==> src/rtl/cg_sched_pkg.sv <==
// cg_sched_pkg: shared types and default sizes for the clock-enable scheduler.
//   tile_state_e    : per-tile gate state (CG_ON = clocked, CG_OFF = gated)
//   *_DEF localparams: default values for the cg_sched parameters
package cg_sched_pkg;

    typedef enum logic {
        CG_ON  = 1'b0,
        CG_OFF = 1'b1
    } tile_state_e;

    localparam int N_TILE_DEF      = 4;
    localparam int IDLE_CYCLES_DEF = 8;
    localparam int WAKE_GAP_DEF    = 2;

endpackage

==> src/rtl/rr_arb.sv <==
// rr_arb: round-robin arbiter with an internal rotating pointer.
//   clk_i, rst_ni : clock and asynchronous active-low reset (pointer -> 0)
//   req_i  [N]    : request vector
//   en_i          : arbitration allowed this cycle; grant_o is 0 when low
//   grant_o[N]    : one-hot grant (combinational, valid in the same cycle)
// The search starts at the pointer; after a grant the pointer moves to
// grant index + 1, wrapping to 0 after N-1.
module rr_arb #(
    parameter int N = 4
) (
    input  logic         clk_i,
    input  logic         rst_ni,
    input  logic [N-1:0] req_i,
    input  logic         en_i,
    output logic [N-1:0] grant_o
);

    localparam int PW = (N > 1) ? $clog2(N) : 1;

    logic [PW-1:0] ptr_q, ptr_d;
    logic [PW:0]   idx_w;
    logic [PW-1:0] idx;
    logic          found;

    always_comb begin
        grant_o = '0;
        ptr_d   = ptr_q;
        found   = 1'b0;
        idx_w   = '0;
        idx     = '0;
        if (en_i) begin
            for (int k = 0; k < N; k++) begin
                // Rotate the search by the pointer, wrapping for non-power-of-2 N.
                idx_w = {1'b0, ptr_q} + (PW+1)'(k);
                if (idx_w >= (PW+1)'(N)) begin
                    idx_w = idx_w - (PW+1)'(N);
                end
                idx = PW'(idx_w);
                if (!found && req_i[idx]) begin
                    found        = 1'b1;
                    grant_o[idx] = 1'b1;
                    ptr_d        = (idx == PW'(N-1)) ? '0 : idx + PW'(1);
                end
            end
        end
    end

    always_ff @(posedge clk_i or negedge rst_ni) begin
        if (!rst_ni) begin
            ptr_q <= '0;
        end else begin
            ptr_q <= ptr_d;
        end
    end

endmodule

==> src/rtl/cg_sched.sv <==
// cg_sched: clock-enable scheduler for per-tile clock gates.
// Gates a tile after IDLE_CYCLES consecutive idle cycles and re-enables gated
// tiles on request, at most one wake grant per WAKE_GAP cycles (round-robin)
// to bound inrush current.
//   clk          : system clock
//   rstn         : asynchronous active-low reset (all tiles return to ON)
//   busy     [N] : tile has work in flight
//   wake_req [N] : level request to (re)enable a tile
//   force_on     : override, every tile enabled while high
//   clken    [N] : clock-gate enable per tile (registered state decode)
//   wake_ack [N] : one-cycle pulse, tile clock enabled for the requester
//   clk_on   [N] : tile is in the ON state (also the FSM state view)
//   gate_evt_cnt[15:0] : only with CG_SCHED_STATS_EN, counts ON->OFF events
//
// Handshake: wake_req is held high until wake_ack pulses; the ack cycle is the
// transfer. Dropping wake_req before the ack withdraws the request.
module cg_sched
    import cg_sched_pkg::*;
#(
    parameter int N_TILE      = N_TILE_DEF,
    parameter int IDLE_CYCLES = IDLE_CYCLES_DEF,
    parameter int WAKE_GAP    = WAKE_GAP_DEF,
    parameter int CNT_W       = $clog2(IDLE_CYCLES + 1)
) (
    input  logic              clk,
    input  logic              rstn,
    input  logic [N_TILE-1:0] busy,
    input  logic [N_TILE-1:0] wake_req,
    input  logic              force_on,
    output logic [N_TILE-1:0] clken,
    output logic [N_TILE-1:0] wake_ack,
    output logic [N_TILE-1:0] clk_on
`ifdef CG_SCHED_STATS_EN
    ,
    output logic [15:0]       gate_evt_cnt
`endif
);

    localparam int GAP_W = (WAKE_GAP > 1) ? $clog2(WAKE_GAP) : 1;

    tile_state_e       state_q [N_TILE];
    tile_state_e       state_d [N_TILE];
    logic [CNT_W-1:0]  cnt_q   [N_TILE];
    logic [CNT_W-1:0]  cnt_d   [N_TILE];
    logic [N_TILE-1:0] ack_q, ack_d;
    logic [GAP_W-1:0]  gap_q, gap_d;
    logic [N_TILE-1:0] arb_req, arb_grant;
    logic              arb_en;

    rr_arb #(.N(N_TILE)) u_arb (
        .clk_i   (clk),
        .rst_ni  (rstn),
        .req_i   (arb_req),
        .en_i    (arb_en),
        .grant_o (arb_grant)
    );

    always_comb begin
        state_d = state_q;
        cnt_d   = cnt_q;
        ack_d   = '0;
        gap_d   = gap_q;
        arb_req = '0;
        // force_on bypasses the stagger entirely, so the arbiter stays idle.
        arb_en  = (gap_q == '0) && !force_on;

        // Busy while OFF is treated as a wake request.
        for (int i = 0; i < N_TILE; i++) begin
            arb_req[i] = (state_q[i] == CG_OFF) && (wake_req[i] || busy[i]);
        end

        if (gap_q != '0) begin
            gap_d = gap_q - GAP_W'(1);
        end
        if (|arb_grant) begin
            gap_d = GAP_W'(WAKE_GAP - 1);
        end

        for (int i = 0; i < N_TILE; i++) begin
            if (state_q[i] == CG_ON) begin
                // Request on an already-clocked tile is acked without arbitration.
                ack_d[i] = wake_req[i];
                if (force_on || busy[i] || wake_req[i]) begin
                    cnt_d[i] = '0;
                end else begin
                    if (cnt_q[i] == CNT_W'(IDLE_CYCLES - 1)) begin
                        state_d[i] = CG_OFF;
                    end
                    if (cnt_q[i] != CNT_W'(IDLE_CYCLES)) begin
                        cnt_d[i] = cnt_q[i] + CNT_W'(1);
                    end
                end
            end else if (force_on) begin
                state_d[i] = CG_ON;
                cnt_d[i]   = '0;
                ack_d[i]   = wake_req[i];
            end else if (arb_grant[i]) begin
                state_d[i] = CG_ON;
                cnt_d[i]   = '0;
                ack_d[i]   = 1'b1;
            end
        end
    end

    always_ff @(posedge clk or negedge rstn) begin
        if (!rstn) begin
            for (int i = 0; i < N_TILE; i++) begin
                state_q[i] <= CG_ON;
                cnt_q[i]   <= '0;
            end
            ack_q <= '0;
            gap_q <= '0;
        end else begin
            state_q <= state_d;
            cnt_q   <= cnt_d;
            ack_q   <= ack_d;
            gap_q   <= gap_d;
        end
    end

    always_comb begin
        for (int i = 0; i < N_TILE; i++) begin
            clken[i]  = (state_q[i] == CG_ON);
            clk_on[i] = (state_q[i] == CG_ON);
        end
    end

    assign wake_ack = ack_q;

`ifdef CG_SCHED_STATS_EN
    logic [15:0] evt_q, evt_d;

    // Several tiles may gate in the same cycle; each one counts.
    always_comb begin
        evt_d = evt_q;
        for (int i = 0; i < N_TILE; i++) begin
            if (state_q[i] == CG_ON && state_d[i] == CG_OFF) begin
                evt_d = evt_d + 16'd1;
            end
        end
    end

    always_ff @(posedge clk or negedge rstn) begin
        if (!rstn) begin
            evt_q <= '0;
        end else begin
            evt_q <= evt_d;
        end
    end

    assign gate_evt_cnt = evt_q;
`endif

endmodule

==> config.mk <==
export PLATFORM = sky130hd
export DESIGN_NAME = cg_sched
export DESIGN_NICKNAME = d
export VERILOG_FILES = /design/src/rtl/cg_sched_pkg.sv /design/src/rtl/rr_arb.sv /design/src/rtl/cg_sched.sv
export SDC_FILE = /design/constraint.sdc
export NUM_CORES = 1
export LEC_CHECK = 0
export CAP_MARGIN = 40
export CORE_MARGIN = 2
export CORE_UTILIZATION = 43
export DETAILED_ROUTE_END_ITERATION = 7
export SYNTH_ARGS = -nofsm -noshare
export SYNTH_HDL_FRONTEND = slang
export SYNTH_SLANG_ARGS = --single-unit
export TNS_END_PERCENT = 50
==> constraint.sdc <==
create_clock -name clk -period 3.55 [get_ports clk]
set_clock_uncertainty 0.1 [all_clocks]
set_input_delay 0.5325 -clock clk [delete_from_list [all_inputs] [get_ports clk]]
set_output_delay 0.5325 -clock clk [all_outputs]
set_load 0.03 [all_outputs]
-- Yosys cells after proc, flatten, opt, wreduce, memory -nomap -nowiden
Cells that the tools add are included.
- flip-flop bits (word level): 27
- input port bits: 11
- output and inout port bits: 12
- add/sub/neg operators: 16
- magnitude comparators: 12
- eq/ne operators: 16
- mux-type cells: 100
- bitwise operators: 8
- reduce and logical (&&, ||, !) cells: 39
- operator list (kind ; number):
    $mux 4 ; 28
    $mux 1 ; 48
    $mux 2 ; 16
    $add 4x1->4 const B ; 4
    $eq 4x3->1 const B ; 4
    $ne 4x4->1 const B ; 4
    $logic_and 1x1->1 ; 12
    $logic_or 1x1->1 ; 12
    $lt 2x3->1 const B ; 4
    $ne 3x2->1 const B ; 4
    $or 4x4->4 ; 3
    $reduce_bool 3->1 ; 4
    $reduce_and 2->1 ; 5
    $ge 3x3->1 const B ; 3
    $add 2x1->2 const B ; 4
    $bmux 1 s2 ; 4
    $demux 1 s2 ; 4
    $eq 2x2->1 const B ; 4
    $ge 2x1->1 const B ; 4
    $sub 2x1->2 const B ; 4
    $add 2x2->3 const B ; 2
    $not 1->1 ; 5
    $logic_not 1->1 ; 4
    $reduce_bool 4->1 ; 1
    4 further kinds ; 4

-- Depth between registers and ports, before layout
- depth after elaboration: 22
- gate-level depth with buffers: 10
- depth with buffers taken out: 8

-- Cells and area by module
Synthesis repeated with hierarchy kept, for this count alone.
- cells, all modules: 205
- area total of the unflattened synthesis: 2011.9 µm²
- by module, submodules not included (module ; instances ; cells an instance ; area each (µm²) ; seq. area each (µm²)):
    cg_sched ; 1 ; 139 ; 1393.8 ; 625.6
    rr_arb ; 1 ; 66 ; 618.1 ; 50.0

-- Worst setup path before layout
No wires, ideal clock.
- path kind: register to register
- start: reg u_arb.ptr_q[0]
- end: reg cnt_q[4] in the netlist's numbering
- setup time: 79 ps
- data arrival time: 2675 ps
- required time: 3371 ps
- path slack: 696 ps
- cell stages (with the launch flop): 11
- buffers on the path: 3
- cells stage by stage: dfrtp_1 buf_6 inv_2 ha_1 buf_2 mux4_2 and4_4 buf_6 a311o_1 o21ai_2 mux2i_1
- cells in the longest elaborated chain, start to end: 21
- elaborated cells on any way between the ends: 72
- those cells by class: add/sub (7); order compare (12); eq/ne (1); mux (38); bitwise (3); reduce/logical (11)
- RTL lines (item ; line ; text):
    from (decl) ; rr_arb.sv:20 ; logic [PW-1:0] ptr_q, ptr_d;
    from (signal assigned) ; rr_arb.sv:52 ; ptr_q <= ptr_d;
    branches (longest 17 deep; another with $add 2x1->3) ; -- ;
    $mux 4 * ; rr_arb.sv:39 ; if (!found && req_i[idx]) begin
    $mux 4 * ; rr_arb.sv:31 ; if (en_i) begin
    $ne 3x2->1 (no line) * ; -- ;
    $reduce_and 2->1 (no line) * ; -- ;
    to (signal assigned) ; cg_sched.sv:115 ; cnt_q <= cnt_d;
    to (decl) ; cg_sched.sv:43 ; logic [CNT_W-1:0] cnt_q [N_TILE];
Every way passes the cells marked *. The select of a mux whose other input is x is not followed.
A chain may end at the register's enable or synchronous reset.

-- Worst setup path in the final report
- start: in wake_req[2]
- end: reg cnt_q[4] in the netlist's numbering
- cells in the longest elaborated chain, start to end: 20
- elaborated cells on any way between the ends: 39
- those cells by class: eq/ne (1); mux (24); bitwise (3); reduce/logical (11)
- RTL lines (item ; line ; text):
    from (decl) ; cg_sched.sv:28 ; input logic [N_TILE-1:0] wake_req,
    $logic_or 1x1->1 ; cg_sched.sv:69 ; arb_req[i] = (state_q[i] == CG_OFF) && (wake_req[i] || busy[i]);
    $logic_and 1x1->1 ; cg_sched.sv:69 ;
    $bmux 1 s2 ; rr_arb.sv:39 ;
    $mux 1 (implied by the code) ; rr_arb.sv:39 ;
    $mux 1 ; rr_arb.sv:39 ;
    $mux 1 ; rr_arb.sv:31 ;
    $logic_not 1->1 ; rr_arb.sv:39 ;
    $logic_and 1x1->1 ; rr_arb.sv:39 ;
    [4 not listed] ; -- ;
    $mux 1 ; rr_arb.sv:39 ;
    $mux 1 ; rr_arb.sv:31 ;
    $logic_not 1->1 ; rr_arb.sv:39 ;
    $logic_and 1x1->1 ; rr_arb.sv:39 ;
    $mux 4 ; rr_arb.sv:39 ;
    $mux 4 ; rr_arb.sv:31 ;
    $ne 3x2->1 (no line) ; -- ;
    $reduce_and 2->1 (no line) ; -- ;
Parallel ways exist; a longest one is shown, timed or not. The select of a mux whose other input is x is not followed.

==> impl_metrics.tcl <==
set metrics [dict create \
    antenna_found_initial 0 \
    grt_util_met2_pct 27.08 \
    yosysSeqAreaShare_pct 32.14 \
    layout_commonest_cell "dfrtp_1" \
    drive_gt1_share_pct 8.000 \
    die_width_um 73.92 \
    post-route-period-util_pct 82.52 \
    crit_chain "clkdlybuf4s50_1 -> o21ai_1 -> mux4_2 -> and4_4 -> a311o_1 -> o21ai_2 -> mux2i_1" \
    worst_slack_ns 0.6207 \
    clock_latency_ns 0.28 \
    syn2layout_area_growth_pct 14.11 \
    min_path_cells 1 \
    io_pins 23 \
    ff2ff_setup_slack_ns 0.74 \
    final_util_pct 50.78 \
    pre_cts_slack_ns 0.3589 \
    post-place-cells 313 \
    rows 25 \
    finalHoldViolations 0 \
    dieArea_um2 5463 \
    critPathSlowestCell "mux4_2" \
    vias_per_cell 5.650 \
    use_met1_pct 27.54 \
    status "finished, final reports clean" \
    reg2reg_depth 7 \
    ys_ff_latch 27 \
    min_path_type "flip-flop to flip-flop" \
    grt_pass1_wl_um 7790 \
    fin_nets 277 \
    synth_cell_types 54 \
    cts.sinks 27 \
    fin_crit_ns 2.929 \
    setup_viol 0 \
    drt-initial-drc-count 84 \
    grt_pass1_vias 1654 \
    final_cell_mix "dfrtp_1 (27), clkdlybuf4s50_1 (22), inv_1 (20)" \
    rsz0062_at_grt "false" \
    place.gp.congestion 0.8279 \
    max-vdd-ir-drop_v 0.0001608 \
    critPathKind "primary input to flip-flop" \
    async_reset_ff_share_pct 100.0 \
    overflow 0 \
    groute.usage.overall_pct 18.45 \
    cpPeakStageDelay_ns 0.68 \
    fillers 447 \
    top_usage_layer "met1" \
    cp.buffers_inverters 1 \
    min_to "cnt_q[2]" \
    met3_usage_pct 2.195 \
    clkTransAtPathRegs_ns 0.09 \
    fmax_mhz 341.4 \
    htree_levels 1 \
    core_area_um2 4723 \
    r2r_start "u_arb.ptr_q[1]" \
    p_leak_nw 0.9641 \
    ctsResizeCount 0 \
    syn-instance-count 231 \
    netlist_area_um2 2102 \
    io_buffers 22 \
    endpoint_kind "flip-flop" \
    wl_um 4639 \
    antenna_cells 0 \
    setup_tns_ns 0 \
    first_pass_iters 4 \
    slew_viol_final 0 \
    maxCapViolations 0 \
    final_cell_area_um2 2399 \
    crit_family "multiplexers" \
    grt_max_degree 28 \
    synth_nets 257 \
    power_uw 723.6 \
    relSlewSlack_pct 47.98 \
    cp-start-kind "primary input" \
    ys.flop_type "dfrtp_1" \
    power_density_nw_per_um2 301.7 \
    dpl.hpwl_um 3492 \
    worstPathRequired_ns 3.65 \
    crit_fanout 17 \
    postSynthAreaPerCell_um2 9.100 \
    stdcell_count 317 \
    hold_start "cnt_q[2]" \
    start_util_pct 44.50 \
    arrival_ns 3.03 \
    drtAntennaViolNets 0 \
    yosys_warnings 0 \
    max-clock-path-buffers 2 \
    drcViolationCount 0 \
    wl_per_cell_um 14.63 \
    finalHoldWorstSlack_ns 0.3916 \
    r2r-end "cnt_q[4]" \
    placed_cell_area_um2 2354 \
    synth_edf_count 0 \
    numCtsBuffers 3 \
    worst_pin_slew_ns 0.7732 \
    vias 1791 \
    cts_setup_buffers 0 \
    cts_root_buf "clkbuf_8" \
    chipHeight_um 73.92 \
    ctsHoldBuffers 0 \
    cts_tree "built" \
]
==> routing by layer <==
metal	up-vias	wire [um]
met5	-	0
met4	0	75
met3	5	198
met2	39	1981
met1	848	2383
li1	899	-
==> report_power, final <==
| part | internal, mW | switching, mW |
|---|---|---|
| Combinational | 0.0880 | 0.114 |
| Sequential | 0.327 | 0.0163 |
| Clock | 0.0806 | 0.0972 |
| Total | 0.496 | 0.228 |
==> worst max-delay path by stage <==
stage                         startpoint  endpoint  slack [ns]  cells after the start
final                        wake_req[2]  cnt_q[4]        0.62                      7
after floorplan           u_arb.ptr_q[0]  cnt_q[4]        0.70                     10
after global placement       wake_req[2]  cnt_q[4]        0.43                      7
after detailed placement     wake_req[1]  cnt_q[4]        0.36                      7
after global routing         wake_req[0]  cnt_q[4]        0.53                      7
after CTS                    wake_req[1]  cnt_q[4]        0.65                      7
==> cell usage after synthesis (6+ instances only) <==
| master | number | area (um^2) |
|---|---|---|
| a21oi_1 | 13 | 65.06 |
| inv_1 | 20 | 75.07 |
| o31ai_1 | 8 | 60.06 |
| dfrtp_1 | 27 | 675.7 |
| o21ai_1 | 9 | 45.04 |
| nor2_1 | 13 | 48.80 |
| ha_1 | 15 | 187.7 |
| nand2_1 | 13 | 48.80 |
| o21a_1 | 6 | 45.04 |
| mux2i_1 | 7 | 70.07 |
| a31oi_1 | 7 | 43.79 |
| nand3_1 | 10 | 50.05 |
==> flip-flops by register name (all words and copies together), names as in the netlist <==
name and flops:
cnt_q 16, gap_q 1, wake_ack 4, u_arb.ptr_q 2
state_q 4
==> worst register-to-register path, cell delays in order (launching register included) <==
cell	delay, ns
dfrtp_1	0.37
inv_2	0.08
ha_1	0.47
mux4_2	0.60
and4_4	0.26
a311o_1	0.40
o21ai_2	0.25
mux2i_1	0.21
==> logic make-up after synthesis <==
kind of cell             count (synthesis)  synth area share, %
multiplexers                            13                9.405
adder cells (fa/ha/maj)                 15                8.929
flip-flops                              27                32.14
AO/OA/AOI/OAI                           71                22.80
AND/OR/NAND/NOR                         68                17.26
buffers and inverters                   34                8.214
XOR/XNOR                                 3                1.250
==> layout make-up <==
type | instances | area [um^2] | share of cell area (%)
Multi-Input combinational cell | 170 | 1254 | 52.27
Sequential cell | 27 | 675.6 | 28.17
Timing Repair Buffer | 27 | 257.7 | 10.75
Tap cell | 67 | 83.83 | 3.495
Inverter | 22 | 82.58 | 3.443
Clock buffer | 4 | 45.04 | 1.878
No activity file was read; power rests on OpenSTA's default activity.
==> patch 1, RTL diff (config.mk and constraints unchanged) <==
The package constant `WAKE_GAP_DEF` goes from 2 to 1.
--- a/src/rtl/cg_sched_pkg.sv
+++ b/src/rtl/cg_sched_pkg.sv
@@ -11,5 +11,5 @@
     localparam int N_TILE_DEF      = 4;
     localparam int IDLE_CYCLES_DEF = 8;
-    localparam int WAKE_GAP_DEF    = 2;
+    localparam int WAKE_GAP_DEF    = 1;
 
 endpackage
Check against the original RTL: same outputs for any inputs over 10 cycles, from zero or initial values and one cycle with rstn low; that may be too few to reach the edited logic, so the function may still have changed.
==> patch 1 against the unedited design <==
- via count fell by 5.5%
- setup slack got worse by 0.085 ns
- cell count fell by 6.9%
- routed wire length fell by 6.7%
- sequential cell count fell by 1
- area after synthesis fell by 6.7%
- register-to-register slack got worse by 0.20 ns
- cell area fell by 6.2%
- worst hold slack improved by 0.023 ns
Power is not compared: it rests on default switching activity, and its combinational part moved more than twofold at a synthesized area within 25%.
==> patch 1: results (changes against the unedited design) <==
<table>
<tr><th>Metric</th><th>Value</th></tr>
<tr><th colspan="2">Place</th></tr>
<tr><td>HPWL after DPL</td><td>3.17 mm (-9.3%)</td></tr>
<tr><td>Placed insts</td><td>291 (-7.0%)</td></tr>
<tr><td>Global placement routability congestion</td><td>0.838 (+1.3%)</td></tr>
<tr><th colspan="2">Cells and area</th></tr>
<tr><td>Register with the most flip-flops</td><td>cnt_q</td></tr>
<tr><td># nets final</td><td>271 (-2.2%)</td></tr>
<tr><td>Fraction of layout cells with a size suffix above 1</td><td>6.58% (-1.4 points)</td></tr>
<tr><td>Filler cell count in the final layout</td><td>431 (-3.6%)</td></tr>
<tr><th colspan="2">Synthesis</th></tr>
<tr><td>Largest cells by area after synthesis</td><td>sky130_fd_sc_hd__dfrtp_1 33%, sky130_fd_sc_hd__ha_1 10%, sky130_fd_sc_hd__inv_1 5.0%</td></tr>
<tr><td>Cell types with the highest counts after synthesis</td><td>26 x sky130_fd_sc_hd__dfrtp_1, 26 x sky130_fd_sc_hd__inv_1, 19 x sky130_fd_sc_hd__nor2_1</td></tr>
<tr><td>Number of unique standard cell types used by synthesis</td><td>43 (-20%)</td></tr>
<tr><td>Number of cells produced by synthesis</td><td>225 (-2.6%)</td></tr>
<tr><td>Synthesized netlist net count</td><td>252 (-1.9%)</td></tr>
<tr><td>Sequential area share after synthesis</td><td>33.2% (+1.0 points)</td></tr>
<tr><th colspan="2">Critical path</th></tr>
<tr><td>RR Endpoint</td><td>cnt_q[11]</td></tr>
<tr><td>Maximum fanout along the worst path</td><td>10 (-7)</td></tr>
<tr><td>CP arrival</td><td>3.07 ns (+0.04 ns)</td></tr>
<tr><td>Minimum setup slack among reg-to-reg paths</td><td>0.54 ns (-0.20 ns)</td></tr>
<tr><th colspan="2">Route</th></tr>
<tr><td>Post-DR wirelength/cell</td><td>14.7 µm (+0.21%)</td></tr>
<tr><td>Via count of the routed design</td><td>1,692 (-5.5%)</td></tr>
<tr><td>Final wirelength</td><td>4.33 mm (-6.7%)</td></tr>
<tr><td>Iteration-0 DRC count of the detailed router</td><td>121 (+44%)</td></tr>
<tr><th colspan="2">Timing</th></tr>
<tr><td>Slew Limit Headroom</td><td>65.8% (+18 points)</td></tr>
<tr><td>Worst hold margin</td><td>0.415 ns (+0.0233 ns)</td></tr>
<tr><th colspan="2">Global route</th></tr>
<tr><td>First-pass GRT wire length</td><td>7.44 mm (-4.5%)</td></tr>
<tr><td>Via count of the first global-routing pass</td><td>1,541 (-6.8%)</td></tr>
<tr><td>Largest net degree at the start of global routing</td><td>27 (-3.6%)</td></tr>
<tr><th colspan="2">Hold path</th></tr>
<tr><td>Worst-case hold path end point</td><td>cnt_q[11]</td></tr>
<tr><th colspan="2">Run status</th></tr>
<tr><td>Run status</td><td>finished, final reports clean</td></tr>
</table>
## patch 1: cell types whose count changed after synthesis, moves of 4 or more
cell	before	now
sky130_fd_sc_hd__o21ai_0	5	18
sky130_fd_sc_hd__nand2b_1	5	1
sky130_fd_sc_hd__nor2_1	13	19
sky130_fd_sc_hd__o31ai_1	8	4
sky130_fd_sc_hd__inv_1	20	26
sky130_fd_sc_hd__o21ai_1	9	0
sky130_fd_sc_hd__a21oi_1	13	8
## patch 1: logic make-up after synthesis
family                   Yosys count  share of synthesized area (%)
AO/OA/AOI/OAI                     72                           25.6
AND/OR/NAND/NOR                   66                           16.3
buffers and inverters             36                           8.35
flip-flops                        26                           33.2
adder cells (fa/ha/maj)           16                           10.2
multiplexers                       8                           5.99
XOR/XNOR                           1                          0.447
## patch 1: final cells by class
| class | count | area share [%] |
|---|---|---|
| flip-flops and latches | 26 | 28.9 |
| multi-input cells | 163 | 51.0 |
| well taps | 52 | 2.89 |
| repair buffers | 24 | 10.5 |
| clock buffers | 4 | 2.45 |
| inverters | 26 | 4.34 |
## patch 1: critical path, cell delays in order (launching register included)
cell and delay, ns:
sky130_fd_sc_hd__dfrtp_1 0.59, sky130_fd_sc_hd__inv_1 0.22, sky130_fd_sc_hd__ha_1 0.51, sky130_fd_sc_hd__mux4_2 0.67
sky130_fd_sc_hd__nor2_1 0.25, sky130_fd_sc_hd__inv_1 0.08, sky130_fd_sc_hd__o2111ai_2 0.33, sky130_fd_sc_hd__a31oi_1 0.13
## patch 1: how the worst max path moves through the flow
stage	slack (ns)	depth (start not counted)	end	from
2_1_floorplan	0.98	9	cnt_q[11]	u_arb.ptr_q[1]
3_3_place_gp	0.63	7	cnt_q[11]	u_arb.ptr_q[1]
3_5_place_dp	0.57	7	state_q[2]	u_arb.ptr_q[1]
4_1_cts	0.54	7	state_q[2]	u_arb.ptr_q[1]
5_1_grt	0.28	7	cnt_q[10]	u_arb.ptr_q[1]
6_report	0.54	7	cnt_q[11]	u_arb.ptr_q[1]
## patch 1: per-layer routing
layer	vias up	part of all wire [%]	GRT usage (%)
met5	-	0	0
met4	0	1.7	5.24
met3	9	4.2	3.66
met2	41	45	27.4
met1	793	49	26.9
li1	849	-	-
## patch 1: metrics by stage
step / area (µm²) / utilization, % / worst slack, ns
floorplan: 1960 / - / 0.976
global placement: 2200 / 50.1 / 0.627
detailed placement: 2200 / 50.1 / 0.569
CTS: 2250 / 51.3 / 0.535
global route: 2250 / 51.3 / 0.277
finish: 2250 / 51.3 / 0.536
## patch 1: power by group
group          internal, µW  switching, µW
clock network          99.6            102
registers               329           45.7
logic                   205            263
total                   633            411
==> patch 2, RTL diff (same flow settings) <==
Made on the original files. Add a define of `CG_SCHED_STATS_EN`.
--- a/src/rtl/cg_sched.sv
+++ b/src/rtl/cg_sched.sv
@@ -15,4 +15,6 @@
 // Handshake: wake_req is held high until wake_ack pulses; the ack cycle is the
 // transfer. Dropping wake_req before the ack withdraws the request.
+`define CG_SCHED_STATS_EN
+
 module cg_sched
     import cg_sched_pkg::*;
Formal check against the unedited RTL (old outputs only; new: gate_evt_cnt): equivalent (Yosys induction, for registers that start in step).
==> patch 2 against the unedited design <==
- the run now ends with negative setup slack left
- sequential cell count rose by 16
- area after synthesis grew 99%
- cell area grew to 2.6 times the old value
- routed wire length grew to 2.8 times the old value
- non-clock buffer count rose by 163
- power grew 75%
- sequential share of layout area decreased by 11 points
- fmax fell by 29%
- setup slack got worse by 1.2 ns
- via count rose by 150%
- clock power increased by 140%
- largest cell class unchanged
- largest power group unchanged
==> patch 2: results (changes against the unedited design) <==
<table>
<tr><th>Metric</th><th>Value</th></tr>
<tr><th colspan="2">Clock tree</th></tr>
<tr><td># Post-CTS Setup Buffers</td><td>7 (+7)</td></tr>
<tr><td>Clock network latency to the later pin of the worst-skew pair</td><td>0.31 ns (+0.03 ns)</td></tr>
<tr><td>TritonCTS Buffers</td><td>5 (+2)</td></tr>
<tr><th colspan="2">Route</th></tr>
<tr><td>Detailed Routing Iterations Pass 1</td><td>5 (+1)</td></tr>
<tr><td>Vias per inst</td><td>5.56 (-1.6%)</td></tr>
<tr><th colspan="2">Run status</th></tr>
<tr><td>Run status</td><td>finished with violations</td></tr>
<tr><td>Violations in the final reports</td><td>negative setup slack</td></tr>
<tr><th colspan="2">Cells and area</th></tr>
<tr><td>Fraction of layout cells with a size suffix above 1</td><td>35.2% (+27 points)</td></tr>
<tr><th colspan="2">Global route</th></tr>
<tr><td>Largest net degree at the start of global routing</td><td>27 (-3.6%)</td></tr>
<tr><td>Total GRT Usage</td><td>26.5% (+8.0 points)</td></tr>
<tr><th colspan="2">Synthesis</th></tr>
<tr><td>XOR/XNOR Fraction of Synth Area</td><td>11.0% (+9.8 points)</td></tr>
<tr><td>Average footprint of a synthesized cell</td><td>8.33 µm² (-8.4%)</td></tr>
<tr><th colspan="2">Timing</th></tr>
<tr><td>Setup violators final</td><td>11 (+11)</td></tr>
<tr><td>Post-route worst setup slack</td><td>-0.593 ns (-1.21 ns)</td></tr>
<tr><th colspan="2">Critical path</th></tr>
<tr><td>Maximum fanout along the worst path</td><td>4 (-13)</td></tr>
<tr><td>CP arrival</td><td>4.28 ns (+1.25 ns)</td></tr>
<tr><td>Source of the critical timing path</td><td>force_on</td></tr>
<tr><th colspan="2">Power</th></tr>
<tr><td>Fraction of power spent switching nets</td><td>30.5% (-1.0 points)</td></tr>
<tr><td>Power share of the clock group</td><td>33.7% (+9.1 points)</td></tr>
<tr><td>Power share of the combinational group</td><td>24.7% (-3.3 points)</td></tr>
<tr><td>Power dissipated by switching net loads</td><td>385 µW (+69%)</td></tr>
<tr><td>Static Leakage</td><td>0.00253 µW (+160%)</td></tr>
<tr><th colspan="2">Hold path</th></tr>
<tr><td>Worst min-delay path class</td><td>input pin to async pin</td></tr>
<tr><th colspan="2">Place</th></tr>
<tr><td>Instance area after placement</td><td>5780 µm² (+150%)</td></tr>
<tr><td>Worst slack after detailed placement</td><td>-1.32 ns (-1.68 ns)</td></tr>
</table>
patch 2: cell count changes after synthesis, moves of 11 or more:
cell / change
sky130_fd_sc_hd__xnor2_1: +32
sky130_fd_sc_hd__clkbuf_1: +11
sky130_fd_sc_hd__xor2_1: +12
sky130_fd_sc_hd__o21ai_0: +23
sky130_fd_sc_hd__nor3_1: +16
sky130_fd_sc_hd__nand3_1: +20
sky130_fd_sc_hd__dfrtp_1: +16
sky130_fd_sc_hd__nand2_1: +41
sky130_fd_sc_hd__nor2_1: +28
patch 2: area by class of cell:
class	count	area (µm²)
clock buffers	6	82.6
clock inverters	2	35.0
fillers	770	3190
inverters	23	86.3
multi-input cells	412	3160
flip-flops and latches	43	1080
well taps	129	161
repair buffers	190	1540
patch 2: metal layers:
layer	vias to the layer above	GRT usage [%]	routed length [µm]
li1	2188	-	-
met1	2165	39.8	6300
met2	103	41.5	5870
met3	18	2.78	459
met4	0	5.13	151
met5	-	0	0
